## src/rtl/raw_line_sequencer_if.sv

```systemverilog
// Pixel stream bundle between sensor capture, the line sequencer and the debayer.
// master drives the raw pixel input side, slave is the sequencer.
// pix_* is valid/ready, raw_* is a valid-only registered output stream.
interface raw_line_sequencer_if #(
    parameter int DATA_WIDTH = 8
);
    logic [DATA_WIDTH-1:0] pix_data;
    logic                  pix_valid;
    logic                  pix_fs;
    logic                  pix_ready;
    logic [DATA_WIDTH-1:0] raw_data;
    logic                  raw_valid;
    logic                  raw_sop;
    logic                  raw_eop;
    logic [11:0]           line_idx;

    modport master (
        output pix_data, pix_valid, pix_fs,
        input  pix_ready,
        input  raw_data, raw_valid, raw_sop, raw_eop, line_idx
    );

    modport slave (
        input  pix_data, pix_valid, pix_fs,
        output pix_ready,
        output raw_data, raw_valid, raw_sop, raw_eop, line_idx
    );
endinterface

```

## src/rtl/raw_line_sequencer.sv

```systemverilog
// Sequences raw Bayer pixels into lines with sop/eop, inter-line gap and end-of-frame flush.
// Latency: 1 cycle from accept to raw_* (all outputs registered).
// Backpressure: pix_ready low in IDLE, GAP and FLUSH; upstream holds its pixel meanwhile.
module raw_line_sequencer #(
    parameter int DATA_WIDTH   = 8,
    parameter int H_ACTIVE     = 1280,
    parameter int V_ACTIVE     = 720,
    parameter int MIN_GAP      = 4,
    parameter int FLUSH_CYCLES = 100
) (
    input  logic                 clk,
    input  logic                 reset_n,
    input  logic                 enable,
    input  logic                 err_clr,
    raw_line_sequencer_if.slave  stream,
    output logic                 frame_done,
    output logic                 frame_err
);

    typedef enum logic [2:0] {IDLE, WAIT_FS, LINE, GAP, FLUSH} state_t;

    localparam logic [11:0] COL_LAST   = 12'(H_ACTIVE - 1);
    localparam logic [11:0] LINE_LAST  = 12'(V_ACTIVE - 1);
    localparam logic [9:0]  GAP_LOAD   = 10'(MIN_GAP - 1);
    localparam logic [9:0]  FLUSH_LOAD = 10'(FLUSH_CYCLES - 1);

    state_t      state;
    logic [11:0] col;
    logic [11:0] line;
    logic [9:0]  cnt;
    logic        accept;

    assign accept = stream.pix_valid & stream.pix_ready;

    always_ff @(posedge clk or negedge reset_n) begin
        if (!reset_n) begin
            state            <= IDLE;
            col              <= '0;
            line             <= '0;
            cnt              <= '0;
            stream.pix_ready <= 1'b0;
            stream.raw_data  <= '0;
            stream.raw_valid <= 1'b0;
            stream.raw_sop   <= 1'b0;
            stream.raw_eop   <= 1'b0;
            stream.line_idx  <= '0;
            frame_done       <= 1'b0;
            frame_err        <= 1'b0;
        end else begin
            stream.raw_valid <= 1'b0;
            stream.raw_sop   <= 1'b0;
            stream.raw_eop   <= 1'b0;
            frame_done       <= 1'b0;
            // A set later in this block overrides the clear.
            if (err_clr) frame_err <= 1'b0;

            case (state)
                IDLE: begin
                    if (enable) begin
                        state            <= WAIT_FS;
                        stream.pix_ready <= 1'b1;
                    end
                end
                WAIT_FS: begin
                    if (!enable) begin
                        state            <= IDLE;
                        stream.pix_ready <= 1'b0;
                    end else if (accept && stream.pix_fs) begin
                        stream.raw_valid <= 1'b1;
                        stream.raw_data  <= stream.pix_data;
                        stream.raw_sop   <= 1'b1;
                        stream.line_idx  <= '0;
                        col              <= 12'd1;
                        line             <= '0;
                        state            <= LINE;
                    end
                end
                LINE: begin
                    if (accept) begin
                        stream.raw_valid <= 1'b1;
                        stream.raw_data  <= stream.pix_data;
                        if (stream.pix_fs && (col != '0 || line != '0)) begin
                            // Early frame start: restart at line 0 without closing the cut line.
                            frame_err       <= 1'b1;
                            stream.raw_sop  <= 1'b1;
                            stream.line_idx <= '0;
                            col             <= 12'd1;
                            line            <= '0;
                        end else begin
                            stream.raw_sop  <= (col == '0);
                            stream.line_idx <= line;
                            if (col == COL_LAST) begin
                                stream.raw_eop   <= 1'b1;
                                stream.pix_ready <= 1'b0;
                                col              <= '0;
                                if (line == LINE_LAST) begin
                                    state      <= FLUSH;
                                    cnt        <= FLUSH_LOAD;
                                    frame_done <= (FLUSH_LOAD == 10'd0);
                                end else begin
                                    line  <= line + 12'd1;
                                    state <= GAP;
                                    cnt   <= GAP_LOAD;
                                end
                            end else begin
                                col <= col + 12'd1;
                            end
                        end
                    end
                end
                GAP: begin
                    if (cnt == '0) begin
                        state            <= LINE;
                        stream.pix_ready <= 1'b1;
                    end else begin
                        cnt <= cnt - 10'd1;
                    end
                end
                FLUSH: begin
                    if (cnt == '0) begin
                        state            <= enable ? WAIT_FS : IDLE;
                        stream.pix_ready <= enable;
                    end else begin
                        cnt        <= cnt - 10'd1;
                        frame_done <= (cnt == 10'd1);
                    end
                end
                default: state <= IDLE;
            endcase
        end
    end

endmodule
```

## src/flat_wrapper.sv

```systemverilog
// flat-port wrapper written by rule: the top's interface ports become plain ports
module raw_line_sequencer_flat 
#(
    parameter int DATA_WIDTH   = 8,
    parameter int H_ACTIVE     = 1280,
    parameter int V_ACTIVE     = 720,
    parameter int MIN_GAP      = 4,
    parameter int FLUSH_CYCLES = 100
)
  (clk, reset_n, enable, err_clr, frame_done, frame_err, stream_pix_data, stream_pix_valid, stream_pix_fs, stream_pix_ready, stream_raw_data, stream_raw_valid, stream_raw_sop, stream_raw_eop, stream_line_idx);
  raw_line_sequencer_if #(.DATA_WIDTH(DATA_WIDTH)) stream_i ();
  input  logic clk;
  input  logic reset_n;
  input  logic enable;
  input  logic err_clr;
  output logic frame_done;
  output logic frame_err;
  input wire logic [$bits(stream_i.pix_data)-1:0] stream_pix_data;
  input wire logic [$bits(stream_i.pix_valid)-1:0] stream_pix_valid;
  input wire logic [$bits(stream_i.pix_fs)-1:0] stream_pix_fs;
  output wire logic [$bits(stream_i.pix_ready)-1:0] stream_pix_ready;
  output wire logic [$bits(stream_i.raw_data)-1:0] stream_raw_data;
  output wire logic [$bits(stream_i.raw_valid)-1:0] stream_raw_valid;
  output wire logic [$bits(stream_i.raw_sop)-1:0] stream_raw_sop;
  output wire logic [$bits(stream_i.raw_eop)-1:0] stream_raw_eop;
  output wire logic [$bits(stream_i.line_idx)-1:0] stream_line_idx;
  assign stream_i.pix_data = stream_pix_data;
  assign stream_i.pix_valid = stream_pix_valid;
  assign stream_i.pix_fs = stream_pix_fs;
  assign stream_pix_ready = stream_i.pix_ready;
  assign stream_raw_data = stream_i.raw_data;
  assign stream_raw_valid = stream_i.raw_valid;
  assign stream_raw_sop = stream_i.raw_sop;
  assign stream_raw_eop = stream_i.raw_eop;
  assign stream_line_idx = stream_i.line_idx;
  raw_line_sequencer #(.DATA_WIDTH(DATA_WIDTH), .H_ACTIVE(H_ACTIVE), .V_ACTIVE(V_ACTIVE), .MIN_GAP(MIN_GAP), .FLUSH_CYCLES(FLUSH_CYCLES)) u_core (.clk(clk), .reset_n(reset_n), .enable(enable), .err_clr(err_clr), .stream(stream_i), .frame_done(frame_done), .frame_err(frame_err));
endmodule
```

## config.mk

```make
export PLATFORM = sky130hd
export DESIGN_NAME = raw_line_sequencer_flat
export DESIGN_NICKNAME = d
export VERILOG_FILES = /design/src/rtl/raw_line_sequencer_if.sv /design/src/rtl/raw_line_sequencer.sv /design/src/flat_wrapper.sv
export SDC_FILE = /design/constraint.sdc
export NUM_CORES = 1
export LEC_CHECK = 0
export ABC_AREA = 1
export CORE_MARGIN = 5
export CORE_UTILIZATION = 51
export DETAILED_ROUTE_END_ITERATION = 10
export GPL_ROUTABILITY_DRIVEN = 0
export PLACE_DENSITY = 0.8
export SLEW_MARGIN = 25
export SYNTH_ARGS = -nofsm -noshare
export SYNTH_HDL_FRONTEND = slang
export SYNTH_SLANG_ARGS = --single-unit
export TNS_END_PERCENT = 100
```

## constraint.sdc

```tcl
create_clock -name clk -period 1.5 [get_ports clk]
set_input_delay 0.3 -clock clk [delete_from_list [all_inputs] [get_ports clk]]
set_output_delay 0.3 -clock clk [all_outputs]
set_load 0.01 [all_outputs]
```

==> results of run 1 <==
## where the power goes
part	total (W)	switching, W	internal [W]
sequential	0.00170	0.0000000000000000000314	0.00170
clock	0.00190	0.000743	0.00116
combinational	0.000115	0.0000634	0.0000516
## final cells by class
class	count	area (um2)
Clock buffer	10	138
Clock inverter	6	115
Fill cell	393	1420
Inverter	56	215
Multi-Input combinational cell	338	1960
Sequential cell	63	1580
Tap cell	80	100
Timing Repair Buffer	140	1230
## placed cells by master, fill, tap and decap left out, types with 3 or more instances in the layout
| cell type | synthesis | layout |
|---|---|---|
| o21ai_1 | 1 | 4 |
| clkdlybuf4s50_1 | 0 | 12 |
| buf_6 | 5 | 7 |
| dfrtp_1 | 63 | 61 |
| nor3_2 | 2 | 3 |
| bufinv_16 | 0 | 3 |
| o21ai_2 | 13 | 15 |
| a21oi_1 | 7 | 3 |
| nor2_1 | 48 | 39 |
| a21oi_2 | 1 | 5 |
| nand3_4 | 0 | 6 |
| nor3_1 | 6 | 5 |
| buf_4 | 1 | 85 |
| nand2_4 | 0 | 5 |
| clkbuf_8 | 0 | 10 |
| nor2_4 | 1 | 6 |
| xor2_1 | 10 | 9 |
| o21ai_0 | 14 | 9 |
| nand2_2 | 5 | 13 |
| ha_1 | 7 | 5 |
| inv_2 | 5 | 9 |
| nand2_1 | 165 | 150 |
| dlygate4sd2_1 | 0 | 26 |
| inv_1 | 51 | 46 |
| buf_12 | 0 | 6 |
| nor2_2 | 1 | 5 |
| nand3_1 | 27 | 24 |
| nand4_1 | 15 | 15 |
## sequential cells by signal, indices dropped and copies added (netlist names), 3 cells and up
| signal | cells |
|---|---|
| u_core.col | 12 |
| u_core.line | 12 |
| u_core.stream.line_idx | 12 |
| u_core.cnt | 10 |
| u_core.stream.raw_data | 8 |
| u_core.state | 3 |
## final timing paths
path	from	to	cells past startpoint
min in group clk	stream_pix_data[0]	u_core.stream.raw_data[0]	3
worst min register to register	u_core.stream.raw_data[0]	u_core.stream.raw_data[0]	2
worst min-delay path	reset_n	u_core.stream.line_idx[9]	2
worst max register to register	u_core.col[1]	u_core.state[0]	12
worst max-delay path	u_core.col[1]	u_core.state[0]	12
max in group asynchronous	reset_n	u_core.cnt[4]	3
## synthesized netlist by cell type, types with 2 or more instances
master    instances
buf_2             4
ha_1              7
nor3_2            2
xor2_1           10
a21oi_1           7
dfrtp_1          63
inv_2             5
nand3_1          27
nor2_1           48
nand4_1          15
clkbuf_1          2
inv_1            51
nand3_2           3
o21ai_2          13
nor3_1            6
nand2_1         165
o21ai_0          14
nand3b_1          2
nand2_2           5
xnor2_1           2
buf_6             5
## metrics by stage
step           cells  worst slack, ps
2_1_floorplan    467             -122
3_3_place_gp     662             -309
3_5_place_dp     662             -392
4_1_cts          688             -292
5_1_grt          693             -517
6_report         693             -440
## worst reg2reg max path, stage by stage (launching register included)
cell,delay [ps]
dfrtp_1,420
inv_2,110
ha_4,130
nand2_2,50
nor2_2,90
nand2_1,90
nor2_2,130
nand2_2,110
buf_6,150
nand3_4,110
nand4_1,210
nand2_1,150
nand2_1,70
## cell families (layout without fill, tap and decap cells)
logic type,after synthesis,in the layout,synth area share (%)
simple gates,278,280,34.2
buf+inv,68,212,8.52
flops,63,63,44.6
compound gates,39,39,7.29
xor+xnor,12,12,2.97
fa+ha+maj,7,7,2.48
## layer usage
layer / track usage (%) / part of all wire [%]
met1: 34.9 / 37
met2: 48.1 / 49
met3: 6.11 / 7.8
met4: 10.6 / 6.1
met5: 0 / 0
## what timing repair did
item,in CTS,in global routing
endpoints found under the hold margin,15,0
cloned,1,1
hold buffers,1,0
gates resized for setup,73,43
pin swaps,12,9
endpoints found under the setup margin,87,63
buffers inserted,8,5
==> flow_metrics.env, run 1 <==
export IMPL_status="finished, violations left"
export IMPL_violations="setup timing"
export IMPL_ir_drop_mv=0.599
export IMPL_p_per_area_nw_per_um2=696
export IMPL_timing_critical_path_buf_inv=2
export IMPL_grt_pass1_wl_mm=19.0
export IMPL_path_class="register to register"
export IMPL_slowest_stage="dfrtp_1"
export IMPL_grt_antenna_before_repair=0
export IMPL_diodes=0
export IMPL_grt_max_degree=31
export IMPL_post_route_util_pct=78.9
export IMPL_synth_cell_types=32
export IMPL_place_area_um2=4660
export IMPL_rows=30
export IMPL_ant_nets=0
export IMPL_syn_cell_area_um2=3540
export IMPL_r2r_setup_slack_ps=-440
export IMPL_num_vias=4001
export IMPL_tightestPinTransition_ps=422
export IMPL_syn_num_nets=488
export IMPL_ys_seq_elements=63
export IMPL_drt_first_pass_iters=5
export IMPL_clkLatencyLatePin_ps=360
export IMPL_core_um2=6760
export IMPL_routedWlPerCell_um=18.7
export IMPL_area_growth_pct=50.8
export IMPL_grt_total_usage_pct=28.2
export IMPL_dpl_hpwl_mm=6.78
export IMPL_synth_cells=467
export IMPL_timing_hold_ws_ps=442
export IMPL_hold_viol_final=0
export IMPL_fmax_mhz=515
export IMPL_cts_root_buf="clkbuf_8"
export IMPL_worst_setup_path_start_kind="register"
export IMPL_crit_top_cell="nand2_1"
export IMPL_fin_nets=629
export IMPL_path_max_fanout=5
export IMPL_p_leak_nw=2.77
export IMPL_slowest_delay_ps=420
export IMPL_synth_main_ff_cell="dfrtp_1"
export IMPL_synth_warnings=0
export IMPL_crit_path_end_kind="register"
export IMPL_finalSetupTns_ps=-17860
export IMPL_cts_tree="yes"
export IMPL_yosysTopAreaCell="dfrtp_1"
export IMPL_setup_viol=53
export IMPL_fin_crit_ps=1940
export IMPL_rsz0062_at_grt="yes"
export IMPL_drv_cap=0
export IMPL_die_h_um=93.3
export IMPL_async_flop_share_pct=100
export IMPL_drc=0
export IMPL_slew_violations=0
export IMPL_initial_core_util_pct=52.4
export IMPL_cts_clk_slew_worst_paths_ps=80
export IMPL_required_ps=1740
export IMPL_grt_overflow=0
export IMPL_netlist_area_leader_share_pct=44.6
export IMPL_clockBufferDepth=2
export IMPL_htreeDepth=3
export IMPL_die_area_um2=8700
export IMPL_netlist_top_cells_area="dfrtp_1, nand2_1, inv_1"
export IMPL_port_buffers=39
export IMPL_numClockSinks=63
export IMPL_finalWirelength_mm=12.9
export IMPL_cts_buffers_inserted=9
export IMPL_synth_edff_count=0
export IMPL_timing_final_ws_setup_ps=-440
export IMPL_grt_pass1_vias=3814
export IMPL_drt_iter0_drc=475
export IMPL_synth_seq_area_share_pct=44.6
export IMPL_min_path_type="input pin to asynchronous set/reset pin"
export IMPL_crit_chain="inv_2 > ha_4 > nand2_2 > nor2_2 > nand2_1 > nor2_2 > nand2_2 > buf_6 > nand3_4 > nand4_1 > nand2_1 > nand2_1"
export IMPL_final_period_utilization_pct=129
export IMPL_fp_dieW_um=93.3
export IMPL_via_per_inst=5.77
export IMPL_crit_arrival_ps=2180
export IMPL_avgSynthCellArea_um2=7.57
export IMPL_drive_gt1_share_pct=32.5
export IMPL_path_delay_family="simple AND/OR/NAND/NOR gates"
export IMPL_maxSlewHeadroom_pct=71.9
export IMPL_power_w=0.00371
export IMPL_clock_skew_ps=20.6
export IMPL_ioPinCount=40
export IMPL_design_area_um2=5330
Note: power is estimated with default switching activity, not from simulation.
==> inputs of run 2 (changes only) <==
--- a/config.mk
+++ b/config.mk
@@ -7,10 +7,11 @@
 export LEC_CHECK = 0
 export ABC_AREA = 1
 export CORE_MARGIN = 5
-export CORE_UTILIZATION = 51
+export CORE_UTILIZATION = 57
 export DETAILED_ROUTE_END_ITERATION = 10
+export DONT_BUFFER_PORTS = 1
 export GPL_ROUTABILITY_DRIVEN = 0
-export PLACE_DENSITY = 0.8
+export PLACE_DENSITY = 0.79
 export SLEW_MARGIN = 25
 export SYNTH_ARGS = -nofsm -noshare
 export SYNTH_HDL_FRONTEND = slang
==> run 2 against run 1 <==
The flow finishes with violations (DRC, hold timing, setup timing). Cell area fell by 2.8%. Clock skew shrank 5.6 ps. Routed wire length increased by 11%. Hold slack got worse by 820 ps. Sequential power is essentially flat. Utilization is 7.6 points higher. First-iteration DRC count grew 17%. Cell count decreased by 5.8%. Clock power down 7%. Sequential share of layout area is 0.86 points higher.
==> flow_metrics.env, run 2 (synthesized netlist as in run 1, its figures left out) <==
export IMPL_worst_setup_path_start_kind="register"
export IMPL_fin_nets=594
export IMPL_grt_overflow=0
export IMPL_path_max_fanout=6
export IMPL_timing_critical_path_buf_inv=3
export IMPL_setup_viol=61
export IMPL_path_delay_family="simple AND/OR/NAND/NOR gates"
export IMPL_clockBufferDepth=2
export IMPL_diodes=0
export IMPL_violations="DRC, hold timing, setup timing"
export IMPL_mostFrequentLayoutCells="nand2_1, buf_4, dfrtp_1"
export IMPL_crit_arrival_ps=2350
export IMPL_dpl_hpwl_mm=6.41
export IMPL_final_period_utilization_pct=137
export IMPL_die_h_um=88.8
export IMPL_finalWirelength_mm=14.4
export IMPL_clock_skew_ps=15.0
export IMPL_p_per_area_nw_per_um2=675
export IMPL_seqPwrFrac_pct=48.5
export IMPL_ioPinCount=40
export IMPL_p_sw_w=0.000834
export IMPL_timing_hold_ws_ps=-381
export IMPL_required_ps=1800
export IMPL_cts_root_buf="clkbuf_8"
export IMPL_grt_pass1_wl_mm=19.4
export IMPL_post_route_util_pct=86.5
export IMPL_power_frac_comb_pct=0.8
export IMPL_routedWlPerCell_um=22.0
export IMPL_core_um2=5990
export IMPL_drt_iter0_drc=556
export IMPL_largestRegisters="u_core.col x12, u_core.line x12, u_core.stream.line_idx x12"
export IMPL_die_area_um2=7880
export IMPL_fp_dieW_um=88.8
export IMPL_drive_gt1_share_pct=41.0
export IMPL_rows=28
export IMPL_slew_violations=0
export IMPL_status="finished, violations left"
export IMPL_fin_crit_ps=2050
export IMPL_slowest_delay_ps=450
export IMPL_fmax_mhz=487
export IMPL_rsz0062_at_grt="yes"
export IMPL_drc=2
export IMPL_port_buffers=0
export IMPL_cts_tree="yes"
export IMPL_p_sw_share_pct=23.8
export IMPL_htreeDepth=3
export IMPL_grt_max_degree=64
export IMPL_tightestPinTransition_ps=375
export IMPL_ff2ff_path_depth=13
export IMPL_power_frac_clock_pct=50.7
export IMPL_p_leak_nw=2.57
export IMPL_maxSlewHeadroom_pct=74.7
export IMPL_slowest_stage="dfrtp_1"
export IMPL_min_path_type="input pin to asynchronous set/reset pin"
export IMPL_grt_pass1_vias=3985
export IMPL_grt_total_usage_pct=32.7
export IMPL_numClockSinks=63
export IMPL_area_growth_pct=46.5
export IMPL_cts_buffers_inserted=9
export IMPL_num_vias=4174
export IMPL_cellInternalPower_w=0.00266
export IMPL_hold_viol_final=63
export IMPL_drt_first_pass_iters=9
export IMPL_crit_path_end_kind="register"
export IMPL_path_class="register to register"
export IMPL_via_per_inst=6.39
export IMPL_initial_core_util_pct=59.0
export IMPL_ir_drop_mv=0.825
export IMPL_timing_final_ws_setup_ps=-552
export IMPL_grt_antenna_before_repair=0
export IMPL_clkLatencyLatePin_ps=370
export IMPL_crit_top_cell="nor2_4"
export IMPL_ant_nets=0
export IMPL_crit_cells=13
export IMPL_cts_clk_slew_worst_paths_ps=90
export IMPL_layout_commonest_cell="nand2_1"
export IMPL_drv_cap=0
export IMPL_crit_chain="inv_2 > ha_4 > nand2_4 > nor2_4 > nand2_2 > nor2_4 > nand2_4 > nand2_8 > inv_2 > nor2_4 > buf_12 > nand2_1 > nand2_1"
==> run 2: final timing paths <==
kind	startpoint	end	slack (ps)
worst max-delay path	u_core.col[1]	u_core.stream.line_idx[6]	-550
worst min-delay path	reset_n	u_core.col[11]	-380
worst max register to register	u_core.col[1]	u_core.stream.line_idx[6]	-550
worst min register to register	u_core.cnt[7]	u_core.cnt[7]	550
max in group asynchronous	reset_n	u_core.state[0]	1750
min in group clk	err_clr	u_core.frame_err	10
==> run 2: worst register-to-register path: stages, from the launching register on <==
cell and delay, ps:
dfrtp_1 450, inv_2 130, ha_4 160, nand2_4 50, nor2_4 90, nand2_2 80, nor2_4 150, nand2_4 100
nand2_8 120, inv_2 70, nor2_4 250, buf_12 170, nand2_1 80, nand2_1 70
==> run 2: final cells by class <==
| type | instances | area (um2) |
|---|---|---|
| clock buffers | 9 | 124 |
| clock inverters | 7 | 104 |
| fillers | 262 | 808 |
| inverters | 56 | 220 |
| multi-input cells | 339 | 2170 |
| flip-flops and latches | 63 | 1580 |
| well taps | 75 | 93.8 |
| repair buffers | 103 | 885 |
| repair inverters | 1 | 11.3 |
==> run 2: routing by layer <==
layer / global-route usage, % / vias up / routed length, um
met4: 20.1 / 0 / 1200
met5: 0 / - / 0
met3: 8.29 / 159 / 1790
met2: 52.2 / 411 / 6470
li1: - / 1695 / -
met1: 39.6 / 1909 / 4910
==> run 2: power groups by stage <==
stage	registers [W]	clock network, W	logic (W)
floorplan	0.00173	0	0.0000126
global placement	0.00173	0	0.0000137
detailed placement	0.00173	0	0.0000141
CTS	0.00170	0.00173	0.0000192
global route	0.00170	0.00186	0.0000305
finish	0.00170	0.00177	0.0000296
==> run 2: repair_timing <==
| item | CTS | global route |
|---|---|---|
| buffers inserted | 9 | 8 |
| endpoints found under the hold margin | 63 | 63 |
| gates resized for setup | 65 | 75 |
| setup endpoints to repair | 60 | 63 |
| gates cloned | 5 | 1 |
| pin swaps | 19 | 30 |
==> run 2: per-stage QoR <==
stage                     worst slack, ps  std cells  area, um2  total power [W]  TNS (ps)
after floorplan                      -122        467       3560          0.00174     -2930
after global placement               -269        618       4240          0.00174     -9690
after detailed placement             -359        618       4240          0.00174    -13590
after CTS                            -296        647       4850          0.00345    -12250
after global routing                 -576        653       5180          0.00359    -25210
final                                -552        653       5180          0.00350    -22840
==> patch: new RTL, flow settings as in run 2 <==
Register the output `frame_err` once more; this adds one clock of latency there. The other outputs are not delayed to match.
--- a/src/rtl/raw_line_sequencer.sv
+++ b/src/rtl/raw_line_sequencer.sv
@@ -24,6 +24,8 @@
     localparam logic [9:0]  GAP_LOAD   = 10'(MIN_GAP - 1);
     localparam logic [9:0]  FLUSH_LOAD = 10'(FLUSH_CYCLES - 1);
 
+    logic frame_err_s0;
+
     state_t      state;
     logic [11:0] col;
     logic [11:0] line;
@@ -45,14 +47,14 @@
             stream.raw_eop   <= 1'b0;
             stream.line_idx  <= '0;
             frame_done       <= 1'b0;
-            frame_err        <= 1'b0;
+            frame_err_s0     <= 1'b0;
         end else begin
             stream.raw_valid <= 1'b0;
             stream.raw_sop   <= 1'b0;
             stream.raw_eop   <= 1'b0;
             frame_done       <= 1'b0;
             // A set later in this block overrides the clear.
-            if (err_clr) frame_err <= 1'b0;
+            if (err_clr) frame_err_s0 <= 1'b0;
 
             case (state)
                 IDLE: begin
@@ -81,7 +83,7 @@
                         stream.raw_data  <= stream.pix_data;
                         if (stream.pix_fs && (col != '0 || line != '0)) begin
                             // Early frame start: restart at line 0 without closing the cut line.
-                            frame_err       <= 1'b1;
+                            frame_err_s0    <= 1'b1;
                             stream.raw_sop  <= 1'b1;
                             stream.line_idx <= '0;
                             col             <= 12'd1;
@@ -130,4 +132,8 @@
         end
     end
 
+    always_ff @(posedge clk) begin
+        frame_err <= frame_err_s0;
+    end
+
 endmodule
Formal check against the unedited RTL: not equivalent (Yosys sat finds a counterexample within 4 cycles, from zero or initial values and one cycle with reset_n low).
==> patch against run 2 <==
The flow finishes with violations (hold timing, setup timing); via count is 8.8% higher; synthesized area fell by 2.7%; worst setup slack worse by 0.087 ns; count of clock-buffer cells in the layout is 2 higher; design area up 3.9%; wire length is 14% higher; total power is 4.2% higher; sequential cell count rose by 1; critical path type unchanged.
==> patch: results (changes against run 2) <==
stage	metric	value	unit	change
run_status	status	finished with violations		unchanged
run_status	violations	hold timing, setup timing		was DRC, hold timing, setup timing
timing	hold_viol_final	63		unchanged
route	wire_per_inst	24.6	microns	was 22.0 microns
route	vias	4541		was 4174
critical_path	r2r-start	u_core.state[1]$_DFFE_PN0P_		was u_core.col[1]$_DFFE_PN0P_
cells_and_area	drive_gt1_frac	0.421		was 0.410
critical_path	rr_worst_depth	9		was 13
timing	timing.hold.ws	-0.382	ns	was -0.381 ns
power	swShare	0.209		was 0.238
timing	skew	0.0188	ns	was 0.0150 ns
synthesis	ys_types	30		was 32
critical_path	crit_fanout	4		was 6
route	dr_wl_met3	2100	microns	was 1790 microns
power	peakVddDrop	0.00107	V	was 0.000825 V
timing	setup_viol	62		was 61
critical_path	r2r-end	u_core.state[1]$_DFFE_PN0P_		was u_core.stream.line_idx[6]$_DFFE_PN0P_
route	firstDrtPassIters	6		was 9
cts	cts_buffers	9		unchanged
synthesis	synth_fp_nets	478		was 488
placement	dpl.hpwl	6320	microns	was 6410 microns
synthesis	yosys-top-cells-area	dfrtp_1 (46%), nand2_1 (17%), inv_1 (5.3%), nor2_1 (4.5%), nand3_1 (4.2%)		was dfrtp_1 (45%), nand2_1 (18%), inv_1 (5.4%), nor2_1 (5.1%), nand3_1 (3.8%)
power	p_seq_frac	0.473		was 0.485
power	internal_power	2.88	mW	was 2.66 mW
placement	port_buffers	0		unchanged
global_routing	grt_pass1_wl	18700	microns	was 19400 microns
placement	dp_cells	612		was 618
synthesis	syn-instance-count	457		was 467
timing	timing.final.ws_setup	-0.639	ns	was -0.552 ns
global_routing	grt_pass1_vias	3863		was 3985
synthesis	synthArstFlopShare	0.984		was 1.00
synthesis	synth_common_cells	nand2_1 (155), dfrtp_1 (63), inv_1 (49)		was nand2_1 (165), dfrtp_1 (63), inv_1 (51)
global_routing	met2_usage	0.547		was 0.522
global_routing	track_usage	0.316		was 0.327
route	wirelength	16400	microns	was 14400 microns
route	drt_iter0_drc	725		was 556
timing	relSlewSlack	0.662		was 0.747
synthesis	yosysSeqAreaShare	0.464		was 0.446
worst_hold_path	min_path_type	input port to asynchronous set/reset pin		unchanged
power	p_clk	1.89	mW	was 1.77 mW
cts	cts_resized	50		was 65
placement	dp_slack	-0.477	ns	was -0.359 ns
global_routing	grtUsageMet1	0.372		was 0.396
cts	postCtsSetupBuffers	22		was 9
placement	postPlaceCellArea	0.00422	sq mm	was 0.00424 sq mm
global_routing	grt.met3_usage	0.0583		was 0.0829
route	wl_met2	7380	microns	was 6470 microns
critical_path	cpMaxStageDelayCell	dfrtp_2		was dfrtp_1
route	wl_met1	5310	microns	was 4910 microns
critical_path	arrival	2.38	ns	was 2.35 ns
cts	cts_root_buf	clkbuf_8		unchanged
power	leakage	2.68	nW	was 2.57 nW
==> patch: layout make-up <==
| cell class | instances | area, sq um |
|---|---|---|
| multi-input combinational | 329 | 2040 |
| tap | 75 | 93.8 |
| fill | 162 | 502 |
| clock inverter | 5 | 104 |
| sequential | 64 | 1600 |
| timing repair buffer | 131 | 1180 |
| inverter | 52 | 218 |
| clock buffer | 11 | 141 |
==> patch: cell families after synthesis <==
logic type,count (synthesis),share of synthesized area
xor gates and xnor gates,16,0.0407
AOI/OAI and AO/OA,37,0.0585
adders and majority gates,7,0.0254
and+or+nand+nor,268,0.334
DFF,64,0.464
buffers and inverters,65,0.0781
==> patch: worst max-delay path by stage <==
stage | start | to
after floorplan | u_core.col[0]$_DFFE_PN0P_ | u_core.line[11]$_DFFE_PN0P_
after global placement | u_core.col[0]$_DFFE_PN0P_ | u_core.stream.line_idx[7]$_DFFE_PN0P_
after detailed placement | u_core.col[0]$_DFFE_PN0P_ | u_core.line[2]$_DFFE_PN0P_
after CTS | u_core.col[0]$_DFFE_PN0P_ | u_core.line[3]$_DFFE_PN0P_
after global routing | u_core.state[1]$_DFFE_PN0P_ | u_core.state[1]$_DFFE_PN0P_
final | u_core.state[1]$_DFFE_PN0P_ | u_core.state[1]$_DFFE_PN0P_
==> patch: critical path: cells and delay by family (launching register included) <==
kind,cells,cell delay (ns)
AO/OA/AOI/OAI,1,0.37
flip-flops,1,0.46
buffers and inverters,2,0.40
AND/OR/NAND/NOR,6,0.80
==> patch: stage by stage <==
stage	TNS [ns]	util	hold slack [ns]
3_3_place_gp	-11.57	0.716	0.00595
6_report	-25.36	0.915	-0.382
2_1_floorplan	-2.73	-	0.00441
4_1_cts	-7.68	0.818	-0.375
3_5_place_dp	-15.94	0.716	0.00592
5_1_grt	-29.64	0.915	-0.403
